### src/rtl/serial_adder_ctrl.sv
// Bit-serial adder: one full_adder cell stepped LSB first under a small
// IDLE/RUN/DONE controller, with registered result and carry-out.
module full_adder (
    input  logic a,
    input  logic b,
    input  logic cin,
    output logic sum,
    output logic cout
);
    assign sum  = a ^ b ^ cin;
    assign cout = (a & b) | (cin & (a ^ b));
endmodule

module serial_adder_ctrl #(
    parameter int WIDTH = 8
) (
    input  logic             clk,
    input  logic             rst,
    input  logic             start,
    input  logic [WIDTH-1:0] op_a,
    input  logic [WIDTH-1:0] op_b,
    input  logic             cin,
    output logic             busy,
    output logic             done,
    output logic [WIDTH-1:0] result,
    output logic             cout
);
    localparam int CW = (WIDTH > 1) ? $clog2(WIDTH) : 1;

    localparam logic [1:0] IDLE = 2'd0;
    localparam logic [1:0] RUN  = 2'd1;
    localparam logic [1:0] DONE = 2'd2;

    logic [1:0]       state;
    logic [WIDTH-1:0] sa;
    logic [WIDTH-1:0] sb;
    logic [WIDTH-1:0] ss;
    logic             carry;
    logic [CW-1:0]    cnt;

    logic             fa_sum;
    logic             fa_cout;
    logic [WIDTH:0]   ss_cat;
    logic [WIDTH-1:0] ss_next;
    logic             last;

    full_adder u_fa (
        .a    (sa[0]),
        .b    (sb[0]),
        .cin  (carry),
        .sum  (fa_sum),
        .cout (fa_cout)
    );

    // Concatenate then drop the LSB so the shift is legal even at WIDTH=1.
    assign ss_cat  = {fa_sum, ss};
    assign ss_next = ss_cat[WIDTH:1];
    assign last    = (cnt == CW'(WIDTH - 1));

    assign busy = (state == RUN);
    assign done = (state == DONE);

    always_ff @(posedge clk) begin
        if (rst) begin
            state  <= IDLE;
            sa     <= '0;
            sb     <= '0;
            ss     <= '0;
            carry  <= 1'b0;
            cnt    <= '0;
            result <= '0;
            cout   <= 1'b0;
        end else begin
            unique case (state)
                IDLE: begin
                    if (start) begin
                        sa    <= op_a;
                        sb    <= op_b;
                        carry <= cin;
                        cnt   <= '0;
                        state <= RUN;
                    end
                end
                RUN: begin
                    sa    <= sa >> 1;
                    sb    <= sb >> 1;
                    ss    <= ss_next;
                    carry <= fa_cout;
                    cnt   <= cnt + 1'b1;
                    if (last) begin
                        result <= ss_next;
                        cout   <= fa_cout;
                        state  <= DONE;
                    end
                end
                DONE: begin
                    state <= IDLE;
                end
                default: begin
                    state <= IDLE;
                end
            endcase
        end
    end
endmodule

### config.mk
export PLATFORM = sky130hd
export DESIGN_NAME = serial_adder_ctrl
export DESIGN_NICKNAME = d
export VERILOG_FILES = /design/src/rtl/serial_adder_ctrl.sv
export SDC_FILE = /design/constraint.sdc
export NUM_CORES = 1
export LEC_CHECK = 0
export CAP_MARGIN = 15
export CELL_PAD_IN_SITES_DETAIL_PLACEMENT = 1
export CELL_PAD_IN_SITES_GLOBAL_PLACEMENT = 1
export CORE_ASPECT_RATIO = 1.75
export CORE_MARGIN = 5
export CORE_UTILIZATION = 43
export CTS_BUF_LIST = sky130_fd_sc_hd__clkbuf_4 sky130_fd_sc_hd__clkbuf_8
export CTS_CLUSTER_DIAMETER = 60
export DETAILED_ROUTE_END_ITERATION = 10
export PLACE_DENSITY_LB_ADDON = 0.12
export SYNTH_ARGS = -nofsm -noshare
export SYNTH_HDL_FRONTEND = slang
export SYNTH_SLANG_ARGS = --single-unit
### constraint.sdc
create_clock -name clk -period 3.2 [get_ports clk]
set_input_delay 0.64 -clock clk [delete_from_list [all_inputs] [get_ports clk]]
set_output_delay 0.64 -clock clk [all_outputs]
set_load 0.05 [all_outputs]
[Word-level counts from Yosys, hierarchy flattened]
Cells that the tools add are included.
Operators by class
  $add $sub $neg: 1
  equality and inequality tests: 5
  muxes and demuxes: 11
  bitwise gates (word level): 5
  reductions and logical operators: 5
Operator list (number)
  case mux 8 bit (2 select lines): 2
  two-way mux 8 bit: 2
  case mux 3 bit (2 select lines): 1
  AND reduction 2 bit: 3
  two-way mux 2 bit: 2
  case mux 2 bit (2 select lines): 1
  adder 3 x 1 -> 3 bit (second input constant): 1
  equality test 3 bit (second input constant): 1
  two-way mux 3 bit: 1
  AND 1 bit: 2
  equality test 2 x 1 -> 1 bit (second input constant): 1
  equality test 2 bit (second input constant): 1
  logical NOT 2 bit: 1
  != test 2 x 1 -> 1 bit (second input constant): 1
  != test 2 bit (second input constant): 1
  case mux 1 bit (2 select lines): 1
  nonzero test 2 bit: 1
  XOR 1 bit: 2
  two-way mux 1 bit: 1
  OR 1 bit: 1
Storage, ports and cells
  bits in registers: 39
  output and inout port bits: 11

[Depth between registers and ports, before layout]
  word-level depth: 4
  mapped depth: 7

[Hierarchy]
Synthesis repeated with hierarchy kept, for this count alone.
Second synthesis, totals
  cells, all modules: 169
  area, all modules: 1567.8 µm²
Modules (own cells, without submodules)
  serial_adder_ctrl: instances 1, cells each 168, area an instance 1547.7 µm², seq. area each 760.7 µm²
  full_adder: instances 1, cells each 1, area an instance 20.0 µm², seq. area each 0.0 µm²

[Worst setup path after synthesis]
Ideal clock, no wire load.
  path type: register -> output
  start point: reg state[0]
  end point: out done
  arrival time: 1.291 ns
  required time: 2.560 ns
  path slack: 1.269 ns
  cell stages (with the launch flop): 4
  buffers on the path: 2
  cell sequence: dfxtp_1 buf_2 buf_4 nor2b_1
On the way
  cells in the longest elaborated chain, start to end: 1
RTL lines
  start: declaration: RTL line 34  | logic [1:0] state;
  start signal: assignment: RTL line 65  | state <= IDLE;
  start signal: assignment: RTL line 81  | state <= RUN;
  start signal: assignment: RTL line 93  | state <= DONE;
  equality test 2 bit: RTL line 61  | assign done = (state == DONE);
  end: declaration: RTL line 24  | output logic done,
Every way passes these cells.

[Worst setup path after layout]
Ends and elaborated chain as after synthesis.

==> impl_results.md <==
* TritonCTS clock tree: done
* Final Wtd Congestion at approximately 0.65
* Max-cap violations at 0
* Reg-to-Reg Start: state[0]
* DR vias at ~1300
* Longest Clk Path Bufs at 2
* Final hold violations at 0
* Cell taking the most area after synthesis: dfxtp_1
* Slew headroom at approximately 58%
* Main combinational cell family by area after synthesis: compound AO/OA/AOI/OAI gates
* Placed Instance Area at around 1900 um^2
* RSZ-0062 raised after global routing: false
* Vias per inst at ~5.2
* Mean Syn Cell Area at 9.277 um^2
* Drt pass-1 iters at 3
* Worst setup EP type: output pin
* Complex-gate fraction of the synthesized area at 16.76%
* Internal Power at roughly 0.00073 W
* Sequential power share at 52.9%
* Final setup vio count at 0
* Net Switching at roughly 0.00024 W
* Clock network latency to the later pin of the worst-skew pair at ~0.29 ns
* Overall power at roughly 0.00097 W
* N_diodes at 0
* Crit Path Max Fanout at 14
* Reg2Reg Depth at 4
* Starting Density at 43.64%
* Max frequency at about 400 MHz
* Final net count at ~220
* GRT Resource Usage Total at approximately 15%
* WP data arrival at 1.87 ns
* Layout area overhead at 24.34%
* H-Tree Depth at 2
* Syn Std Cell Area at ~1600 um^2
* # fillers at ~430
* Commonest cells after routing, fill and taps aside: 38 x dfxtp_1, 32 x nand2_1, 29 x clkdlybuf4s50_1
* ANT nets after route at 0
* I/O pin total at 31
* Post-cts resize count at 0
* Slowest-stage cell, CP: clkdlybuf4s50_1
* Die area at about 5000 um^2
* Net switching fraction of the power at 24.39%
* Fin crit share at around four fifths
* Routed WL per cell at 14.60 um
* Post-place setup slack at about 1 ns
* Largest stage delay on the critical path at between 0.7 and 0.8 ns
* Seq/Total Area, Yosys at between 40 and 50%
* CTS Sinks at 38
* Peak VDD IR at between 300 and 400 uV
* Worst-margin pin slew at 0.6242 ns
* Gate power share at between 10 and 15%
* Final count of pins violating max slew at 0
* Clock Tree Root: clkbuf_8
* Num rows at 29
* R2R Path End: cnt[0]
* Mapped Nets at 192
* Setup TNS at 0 ns
* Post-Synth XOR/XNOR Area at 0%
* Worst setup endpoint: done
* Initial antenna violation count at 0
* Post-CTS setup buffer count at 0
* Clock transition at path regs at about 0.070 ns
* Crit-path cells: nor2b_1 > clkdlybuf4s50_1
* Design Area, Final at approximately 1900 um^2
* Period minus WS final at 2.506 ns
* GRT overflow at 0
* Post-Synth Simple-Gate Area at 15.64%
* Cells after Synth at ~170
* Layout cell share with drive strength beyond 1 at 8.673%
* Skew final at about 0.0054 ns
* Port bufs at 30
* Die W at 55.65 um
* Final wirelength at ~3.5 mm
* Pwr dens at 496.9 nW/um^2
* Post-route DRC at 0
* Core footprint at 3592 um^2
* Met3 Use GR at between 3 and 4%
* Post-Synth Adder-Cell Area at 2.873%
* P_leak at 0.7291 nW
* CP Class: reg -> out
* HP Class: reg -> reg
* Clock power share at a little over a third
* Initial DRC count at 20
* Met2 Resource Use GR at roughly 28%
* Gr busiest metal: met2
* First-pass GRT wire length at about 5.9 mm
* DP HPWL at 2.598 mm
* Mux cell area share after synthesis at 10.22%
* Vias in the first global route at about 1300
* Hold_buf cts at 0
* CP bufs+invs at 1
* Commonest non-fill, non-tap cell in the layout: dfxtp_1
* Yosys reg bits at 38
* Largest net degree at the start of global routing at 39
* Synth top area cells: dfxtp_1 49%, mux2i_1 10%, nand2_1 7.7%
* Outcome: finished clean
* Reg2reg setup slack at approximately 1.6 ns
* Area share of the largest cell type after synthesis at between 40% and 50%
* Synth cell types at 25
* CTS Buf Count at 5
* Synth warn at 0
* Setup WS post-layout at slightly below 0.7 ns
* Met1 Track Usage GR at ~15%
* Critical path's top delay family: buffers and inverters
* Crit path required time at roughly 2.6 ns
* Die H at approximately 90 um
* Levels on crit path at 2
* Critical path origin: state[0]
* Critical Path Start Type: register
## worst min-delay path, cell delays in order (launching register included)
cell and delay, ns:
dfxtp_1 0.31, nand2_1 0.05, a21oi_1 0.05
## kinds of logic (layout without fill, tap and decap cells)
logic type,count (synthesis),in the layout
AOI/OAI and AO/OA,38,38
and+or+nand+nor,59,59
DFF,38,38
buffers and inverters,15,42
muxes,16,16
adders and majority gates,3,3
## Yosys cell counts
library cell,instances
nand3b_2,1
ha_1,2
o21bai_2,1
nor2_1,21
buf_2,4
a211oi_1,15
and3b_2,1
inv_4,1
nor2b_1,1
a21oi_1,16
fa_1,1
buf_4,4
nor3_1,1
nor3b_1,1
dfxtp_1,38
mux2i_1,16
inv_1,1
buf_1,1
nand2b_1,1
a22oi_1,4
clkbuf_1,2
nand2_1,32
buf_6,2
o21ba_4,1
a211oi_2,1
## flip-flops by register name, indices dropped and copies added, names as in the netlist
register and count:
result 8, sa 8, sb 8, ss 7, cnt 3, state 2
carry 1, cout 1
## per-stage QoR
stage	std cells	util (%)	hold WS [ns]
2_1_floorplan	169	-	0.4322
4_1_cts	242	54.27	0.4668
5_1_grt	242	54.27	0.4807
6_report	242	54.27	0.4605
3_3_place_gp	234	51.62	0.4426
3_5_place_dp	234	51.62	0.4569
## how the worst min path moves through the flow
| stage | cells after the start | start | slack (ns) | to |
|---|---|---|---|---|
| 2_1_floorplan | 2 | ss[1] | 0.43 | result[0] |
| 3_3_place_gp | 2 | result[4] | 0.44 | result[4] |
| 3_5_place_dp | 2 | result[6] | 0.46 | result[6] |
| 4_1_cts | 2 | result[6] | 0.47 | result[6] |
| 5_1_grt | 2 | result[6] | 0.48 | result[6] |
| 6_report | 2 | cout | 0.46 | cout |
## layer usage
layer	vias up	wire length, um
met5	-	0
met1	606	1423
met4	0	41
li1	627	-
met3	5	132
met2	25	1935
## power groups by stage
stage                     clock network, W   logic, W  registers (W)
after floorplan                          0  0.0000807       0.000516
after global placement                   0   0.000103       0.000522
after detailed placement                 0   0.000109       0.000524
after CTS                         0.000354   0.000110       0.000513
after global routing              0.000376   0.000119       0.000516
final                             0.000349   0.000107       0.000512
## area by class of cell
cell class	instances	area, um^2	area share [%]
clock buffer	7	90.09	4.621
clock inverter	1	5.005	0.2567
inverter	2	10.01	0.5135
multi-input combinational	116	713.2	36.59
sequential	38	760.7	39.02
tap	46	57.56	2.953
timing repair buffer	32	312.8	16.05
Power figures use the tool's default switching activity.
